[config.mk]
export PLATFORM = sky130hd
export DESIGN_NAME = systolic_input_skew
export DESIGN_NICKNAME = d
export VERILOG_FILES = /design/src/rtl/systolic_input_skew.sv
export SDC_FILE = /design/constraint.sdc
export NUM_CORES = 1
export LEC_CHECK = 0
export BUFFER_PORTS_ARGS = -buffer_cell sky130_fd_sc_hd__buf_2
export CAP_MARGIN = 20
export CORE_UTILIZATION = 60
export CTS_CLUSTER_SIZE = 24
export DETAILED_ROUTE_END_ITERATION = 6
export PLACE_DENSITY_LB_ADDON = 0.05
export RECOVER_POWER = 100
export SETUP_SLACK_MARGIN = 0.4
export SLEW_MARGIN = 5
export SYNTH_ARGS = -nofsm -noshare
export SYNTH_HDL_FRONTEND = slang
export SYNTH_SLANG_ARGS = --single-unit
[constraint.sdc]
create_clock -name clk -period 6.1 [get_ports clk]
set_input_delay 0.915 -clock clk [delete_from_list [all_inputs] [get_ports clk]]
set_output_delay 0.915 -clock clk [all_outputs]
set_load 0.05 [all_outputs]
[src/rtl/systolic_input_skew.sv]
// systolic_input_skew: FIFO-buffered west-edge feeder for the systolic array.
// Lane i of each popped row vector is delayed i cycles to form the diagonal wavefront.
//  clk, rst        : clock, synchronous active-low reset
//  in_data/valid/ready : row vector push handshake into the FIFO
//  start, row_count    : launch a stream of row_count vectors
//  busy, done          : stream in progress / last element left lane N-1
//  out_data, out_valid : skewed lanes to the array (out_valid[0] is sys_start)
//  fifo_count          : FIFO occupancy
module systolic_input_skew #(
  parameter int SYSTOLIC_ARRAY_WIDTH = 2,
  parameter int DATA_WIDTH           = 16,
  parameter int FIFO_DEPTH           = 8
) (
  input  logic clk,
  input  logic rst,
  input  logic [SYSTOLIC_ARRAY_WIDTH*DATA_WIDTH-1:0] in_data,
  input  logic in_valid,
  output logic in_ready,
  input  logic start,
  input  logic [15:0] row_count,
  output logic busy,
  output logic done,
  output logic [SYSTOLIC_ARRAY_WIDTH*DATA_WIDTH-1:0] out_data,
  output logic [SYSTOLIC_ARRAY_WIDTH-1:0] out_valid,
  output logic [$clog2(FIFO_DEPTH):0] fifo_count
);

  localparam int N   = SYSTOLIC_ARRAY_WIDTH;
  localparam int DW  = DATA_WIDTH;
  localparam int AW  = $clog2(FIFO_DEPTH);
  localparam int CW  = AW + 1;
  localparam int DCW = (N > 1) ? $clog2(N) : 1;

  localparam logic [CW-1:0]  DEPTH_C = CW'(FIFO_DEPTH);
  localparam logic [DCW-1:0] DRAIN_C = DCW'(N - 1);

  typedef enum logic [1:0] {
    ST_IDLE,
    ST_STREAM,
    ST_DRAIN
  } state_e;

  state_e state_q, state_d;

  logic [N*DW-1:0] mem [FIFO_DEPTH];
  logic [AW-1:0]   wr_ptr, rd_ptr;
  logic [CW-1:0]   count;
  logic [N*DW-1:0] rd_vec;
  logic [15:0]     rows_left;
  logic [DCW-1:0]  drain_cnt;

  logic push, pop, start_ok, last_pop;

  assign in_ready   = count < DEPTH_C;
  assign push       = in_valid & in_ready;
  assign pop        = (state_q == ST_STREAM) & (count != '0);
  assign start_ok   = (state_q == ST_IDLE) & start;
  assign last_pop   = pop & (rows_left == 16'd1);
  assign rd_vec     = mem[rd_ptr];
  assign fifo_count = count;

  always_ff @(posedge clk) begin
    if (push) mem[wr_ptr] <= in_data;
  end

  always_ff @(posedge clk) begin
    if (!rst) begin
      wr_ptr <= '0;
      rd_ptr <= '0;
      count  <= '0;
    end else begin
      if (push) wr_ptr <= wr_ptr + AW'(1);
      if (pop)  rd_ptr <= rd_ptr + AW'(1);
      unique case ({push, pop})
        2'b10:   count <= count + CW'(1);
        2'b01:   count <= count - CW'(1);
        default: count <= count;
      endcase
    end
  end

  always_ff @(posedge clk) begin
    if (!rst) state_q <= ST_IDLE;
    else      state_q <= state_d;
  end

  always_comb begin
    state_d = state_q;
    unique case (1'b1)
      (state_q == ST_IDLE): begin
        if (start)
          state_d = (row_count == '0) ? ST_DRAIN
                                      : ST_STREAM;
      end
      (state_q == ST_STREAM): begin
        if (last_pop) state_d = ST_DRAIN;
      end
      (state_q == ST_DRAIN): begin
        if (drain_cnt == '0) state_d = ST_IDLE;
      end
      default: state_d = ST_IDLE;
    endcase
  end

  always_comb begin
    busy = (state_q != ST_IDLE);
    done = (state_q == ST_DRAIN) && (drain_cnt == '0);
  end

  // Drain counts the N-1 extra cycles the last row spends in the skew chain.
  always_ff @(posedge clk) begin
    if (!rst) begin
      rows_left <= '0;
      drain_cnt <= '0;
    end else begin
      if (start_ok) begin
        rows_left <= row_count;
        drain_cnt <= '0;
      end else if (pop) begin
        rows_left <= rows_left - 16'd1;
        if (last_pop) drain_cnt <= DRAIN_C;
      end else if (state_q == ST_DRAIN && drain_cnt != '0) begin
        drain_cnt <= drain_cnt - DCW'(1);
      end
    end
  end

  for (genvar i = 0; i < N; i++) begin : g_lane
    logic [DW-1:0] d_q [i+1];
    logic [i:0]    v_q;

    always_ff @(posedge clk) begin
      if (!rst) begin
        v_q <= '0;
        for (int k = 0; k <= i; k++) d_q[k] <= '0;
      end else begin
        v_q[0] <= pop;
        d_q[0] <= pop ? rd_vec[i*DW +: DW] : '0;
        for (int k = 1; k <= i; k++) begin
          v_q[k] <= v_q[k-1];
          d_q[k] <= d_q[k-1];
        end
      end
    end

    assign out_data[i*DW +: DW] = d_q[i];
    assign out_valid[i]         = v_q[i];
  end

endmodule

---- Word-level counts from Yosys, hierarchy flattened ----
Memories as Yosys holds them, arrays and structs flattened. A register that Yosys moved wholly into a read port is not among the register bits.
Cells that the tools add are included.
operators by class
  reduce and logical (&&, ||, !) cells .... 13
  mux-type cells .......................... 23
  multiply operators ...................... 0
  eq/ne operators ......................... 9
  shift operators ......................... 0
  divide/modulo/power cells ............... 0
  magnitude comparators ................... 1
  $add $sub $neg .......................... 6
  bitwise gates (word level) .............. 8
operator list
  operator               count
  $mux 16                7
  $eq 16x1->1 const B    1
  $logic_not 16->1       1
  $reduce_or 16->1       1
  $sub 16x1->16 const B  1
  $mux 1                 8
  $mux 2                 4
  $pmux 4 s2             1
  $reduce_bool 2->1      4
  $add 3x1->3 const B    2
  $mux 3                 2
  $ne 2x2->1 const B     3
  $pmux 2 s3             1
  $add 4x1->4 const B    1
  $and 1x1->1            4
  $eq 2x1->1 const B     2
  $eq 2x2->1 const B     2
  $lt 4x4->1 const B     1
  $reduce_bool 4->1      1
  $sub 4x1->4 const B    1
  $reduce_and 3->1       1
  $logic_and 1x1->1      2
  $logic_not 2->1        1
  $ne 2x1->1 const B     1
  5 further kinds        7
word-level totals
  input port bits ......................... 52
  flip-flop bits (word level) ............. 32
  word-level logic and storage cells ...... 71
  memories kept ........................... 3
  memory bits (writable) .................. 304
  ROM bits ................................ 0
  output and inout port bits .............. 41
  bits in latches ......................... 0
memories
  name           depth  width  read ports  clocked after Yosys merged registers in  wr ports  line  text
  mem            8      32     1           1                                        1         45    logic [N*DW-1:0] mem [FIFO_DEPTH];
  g_lane[1].d_q  2      16     2           0                                        2         129   logic [DW-1:0] d_q [i+1];
  g_lane[0].d_q  1      16     1           0                                        1         129

---- Logic depth before layout (Yosys ltp) ----
  depth in word-level cells ............... 5
  depth in mapped cells ................... 13
  depth with buffers taken out ............ 10

---- Least setup slack after synthesis ----
No wires, ideal clock.
  kind .................................... input port to flip-flop
  start point ............................. input in_valid
  end point ............................... memory mem[0][0] (netlist bit), enable pin
  library setup time ...................... 0.461 ns
  path buffers ............................ 1
  required time ........................... 5.639 ns
  setup slack ............................. 2.053 ns
  data arrival time ....................... 3.586 ns
  stages on the path ...................... 4
  path through ............................ and2b_1 -> clkbuf_1 -> nand2b_1 -> nor3_1
between the ends
  word-level cells in the longest chain between the ends .. 3
RTL lines
  element                       line  text
  from (decl)                   17    input logic in_valid,
  $and 1x1->1                   55    assign push = in_valid & in_ready;
  $mux 1                        63    if (push) mem[wr_ptr] <= in_data;
  $mux 1 (not written as such)  63
  to (decl)                     45
Every way passes these cells.

==> flow_summary.ini <==
[sta]
slew_headroom = -0.198
timing.hold.ws_ps = 435
finalHoldViolCount = 0
finalCritPeriodShare = 0.628
grt_setup_unrepaired = no
maxSlewViolCount = 83
final.setup.tns_ps = 0
tightest_slew_ps = 1790
fin_crit_ps = 3830
setup_viol = 0
fmax_mhz = 261
finalClockSkew_ps = 23.3
fin_ws_ps = 2270

[global_route]
grt_pass1_wl_mm = 37.2
grt_max_degree = 65
grt_overflow = 0
antenna_found_initial = 1
grt_pass1_vias = 6743
grt.total_usage = 0.229

[layout]
synthToLayoutAreaGrowth_pct = 11.7
layout-drive-gt1-share = 0.180
nNetsFinal = 868
antenna_cells = 0
final_cell_mix = edfxtp_1 (256), clkbuf_1 (92), dfxtp_1 (79)
final_common_cell = edfxtp_1
fin_cells = 1107

[worst_setup_path]
ff2ff_path_depth = 4
setup.worst_path.start = rst
crit_path_start_kind = input port
end_kind = register
crit_type = input port to register
r2r-end = mem[7][30]
crit_arrival_ps = 4230
critical_path_required_ps = 6500
r2r_start = fifo_count[3]
r2r_slack_ps = 2340
crit_fanout = 29
endpoint = rows_left[13]

[pwr]
power.switching_mw = 1.30
seqPwrFrac = 0.503
power_mw = 5.31
power_density_nw_per_um2 = 371
combPwrFrac = 0.135
swShare = 0.245
ir_drop_mv = 0.269
internal_power_mw = 4.01
p_leak_nw = 4.60
p_clk_frac = 0.361

[clock_network]
cts_buffers = 34
clkTransAtPathRegs_ps = 60
clock-root-buffer = clkbuf_16
cts_max_level = 2
cts_hold_repair.buffers = 0
cts_resized = 0
post-cts-setup-buffers = 0
clock_path_buffers = 3
cts_tree = built
clkLatencyLatePin_ps = 500
clock-sinks = 338

[synthesis]
yosys_register_bits = 338
ys_warn_count = 0
synthArstFlopShare = 0
synthFlopType = edfxtp_1
synth_nets = 776
syn_area_per_cell_um2 = 17.9
ys_seq_area_frac = 0.728
synth-edff-count = 256
synthCells = 717
yosysUniqueCellTypes = 56
synthesis.area_um2 = 12800

[detailed_routing]
ant_nets = 0
vias = 6510
drc_errors = 0
drt_iter0_markers = 360
drt-pass1-iter-count = 6
vias_per_cell = 5.88
detail_route.wl_per_cell_um = 21.8
routed_wl_mm = 24.1

[flow_run]
cap_violations = 5

[placement]
finalWeightedCongestion = 0.838
dp_hpwl_mm = 14.0
place_inst = 1045
dp_slack_ps = 2830
numPortBuffers = 92

[floorplan]
core_area_um2 = 21000
initial_utilization = 0.611
fp.dieW_um = 148
ios = 93
die_y_um = 148
die-area_um2 = 21900
num_rows = 53

[outcome]
status = complete, but fails checks
violations = max-capacitance violations, max-slew violations

[worst_hold_path]
holdCritPathClass = register to register
## flip-flops by register name, indices dropped and copies added (netlist names), named ones only
signal      flops
mem           256
rd_ptr          3
fifo_count      4
drain_cnt       1
state_q         2
wr_ptr          3
g_lane.d_q     48
g_lane.v_q      2
rows_left      16
## worst max-delay path, cell delays in order
cell and delay [ps]:
clkbuf_1 870, nand3_1 870, clkbuf_1 770, or4_1 730, o221ai_2 70
## power by group through the flow
stage	Sequential, mW	Combinational, mW	Clock, mW
finish	2.67	0.718	1.92
floorplan	2.73	0.578	0
global route	2.69	0.778	2.05
detailed placement	2.72	0.748	0
CTS	2.68	0.752	1.96
global placement	2.72	0.730	0
## layout make-up
type                       instances  area [µm²]
multi-input combinational        320        3120
inverter                           7        28.8
sequential                       338        9340
timing repair buffer             108         444
clock buffer                      45         932
tap                              275         344
fill                            1476        6650
clock inverter                    14         100
## metrics by stage
step / instance area (µm²) / util
after floorplan: 12800 / -
after global placement: 13500 / 0.643
after detailed placement: 13500 / 0.643
after CTS: 14500 / 0.692
after global routing: 14300 / 0.683
final: 14300 / 0.683
## worst min-delay path by stage
stage,depth (start not counted),endpoint,startpoint
after global routing,1,g_lane[1].d_q[0][17],g_lane[1].d_q[0][1]
after detailed placement,1,g_lane[1].d_q[0][26],g_lane[1].d_q[0][10]
after global placement,1,g_lane[1].d_q[0][27],g_lane[1].d_q[0][11]
after CTS,1,g_lane[1].d_q[0][24],g_lane[1].d_q[0][8]
final,1,g_lane[1].d_q[0][25],g_lane[1].d_q[0][9]
after floorplan,1,g_lane[1].d_q[0][16],g_lane[1].d_q[0][0]
## cells in the mapped netlist (5+ instances only)
library cell | number | area (µm²)
a21oi_1 | 13 | 65.1
a2bb2oi_1 | 9 | 78.8
and2_1 | 17 | 106
buf_2 | 12 | 60.1
buf_4 | 18 | 135
clkbuf_1 | 17 | 63.8
dfxtp_1 | 82 | 1640
edfxtp_1 | 256 | 7690
ha_1 | 7 | 87.6
inv_1 | 5 | 18.8
mux2i_1 | 35 | 350
mux4_2 | 64 | 1440
nand2_1 | 25 | 93.8
nand2b_1 | 6 | 37.5
nand3_1 | 8 | 40.0
nand4_1 | 5 | 31.3
nor2_1 | 55 | 206
nor3_1 | 7 | 35.0
nor4_1 | 8 | 50.1
o21ai_0 | 8 | 40.0
xor2_1 | 8 | 70.1
## logic make-up (layout without fill, tap and decap cells)
family                     after synthesis  count (layout)  synth area share
muxes                                  100             100             0.141
and+or+nand+nor                        155             155            0.0652
xor gates and xnor gates                12              12           0.00821
adders and majority gates                7               7           0.00684
buffers and inverters                   59             174            0.0257
DFF                                    338             338             0.728
AOI/OAI and AO/OA                       46              46            0.0249
## layer usage
metal  GRT usage  vias up  share of wire
li1            -     2953              -
met1       0.306     3350           0.42
met2       0.387      162           0.51
met3      0.0454       43          0.050
met4      0.0613        2          0.019
met5           0        -        0.00054
No activity file was read; power rests on OpenSTA's default activity.
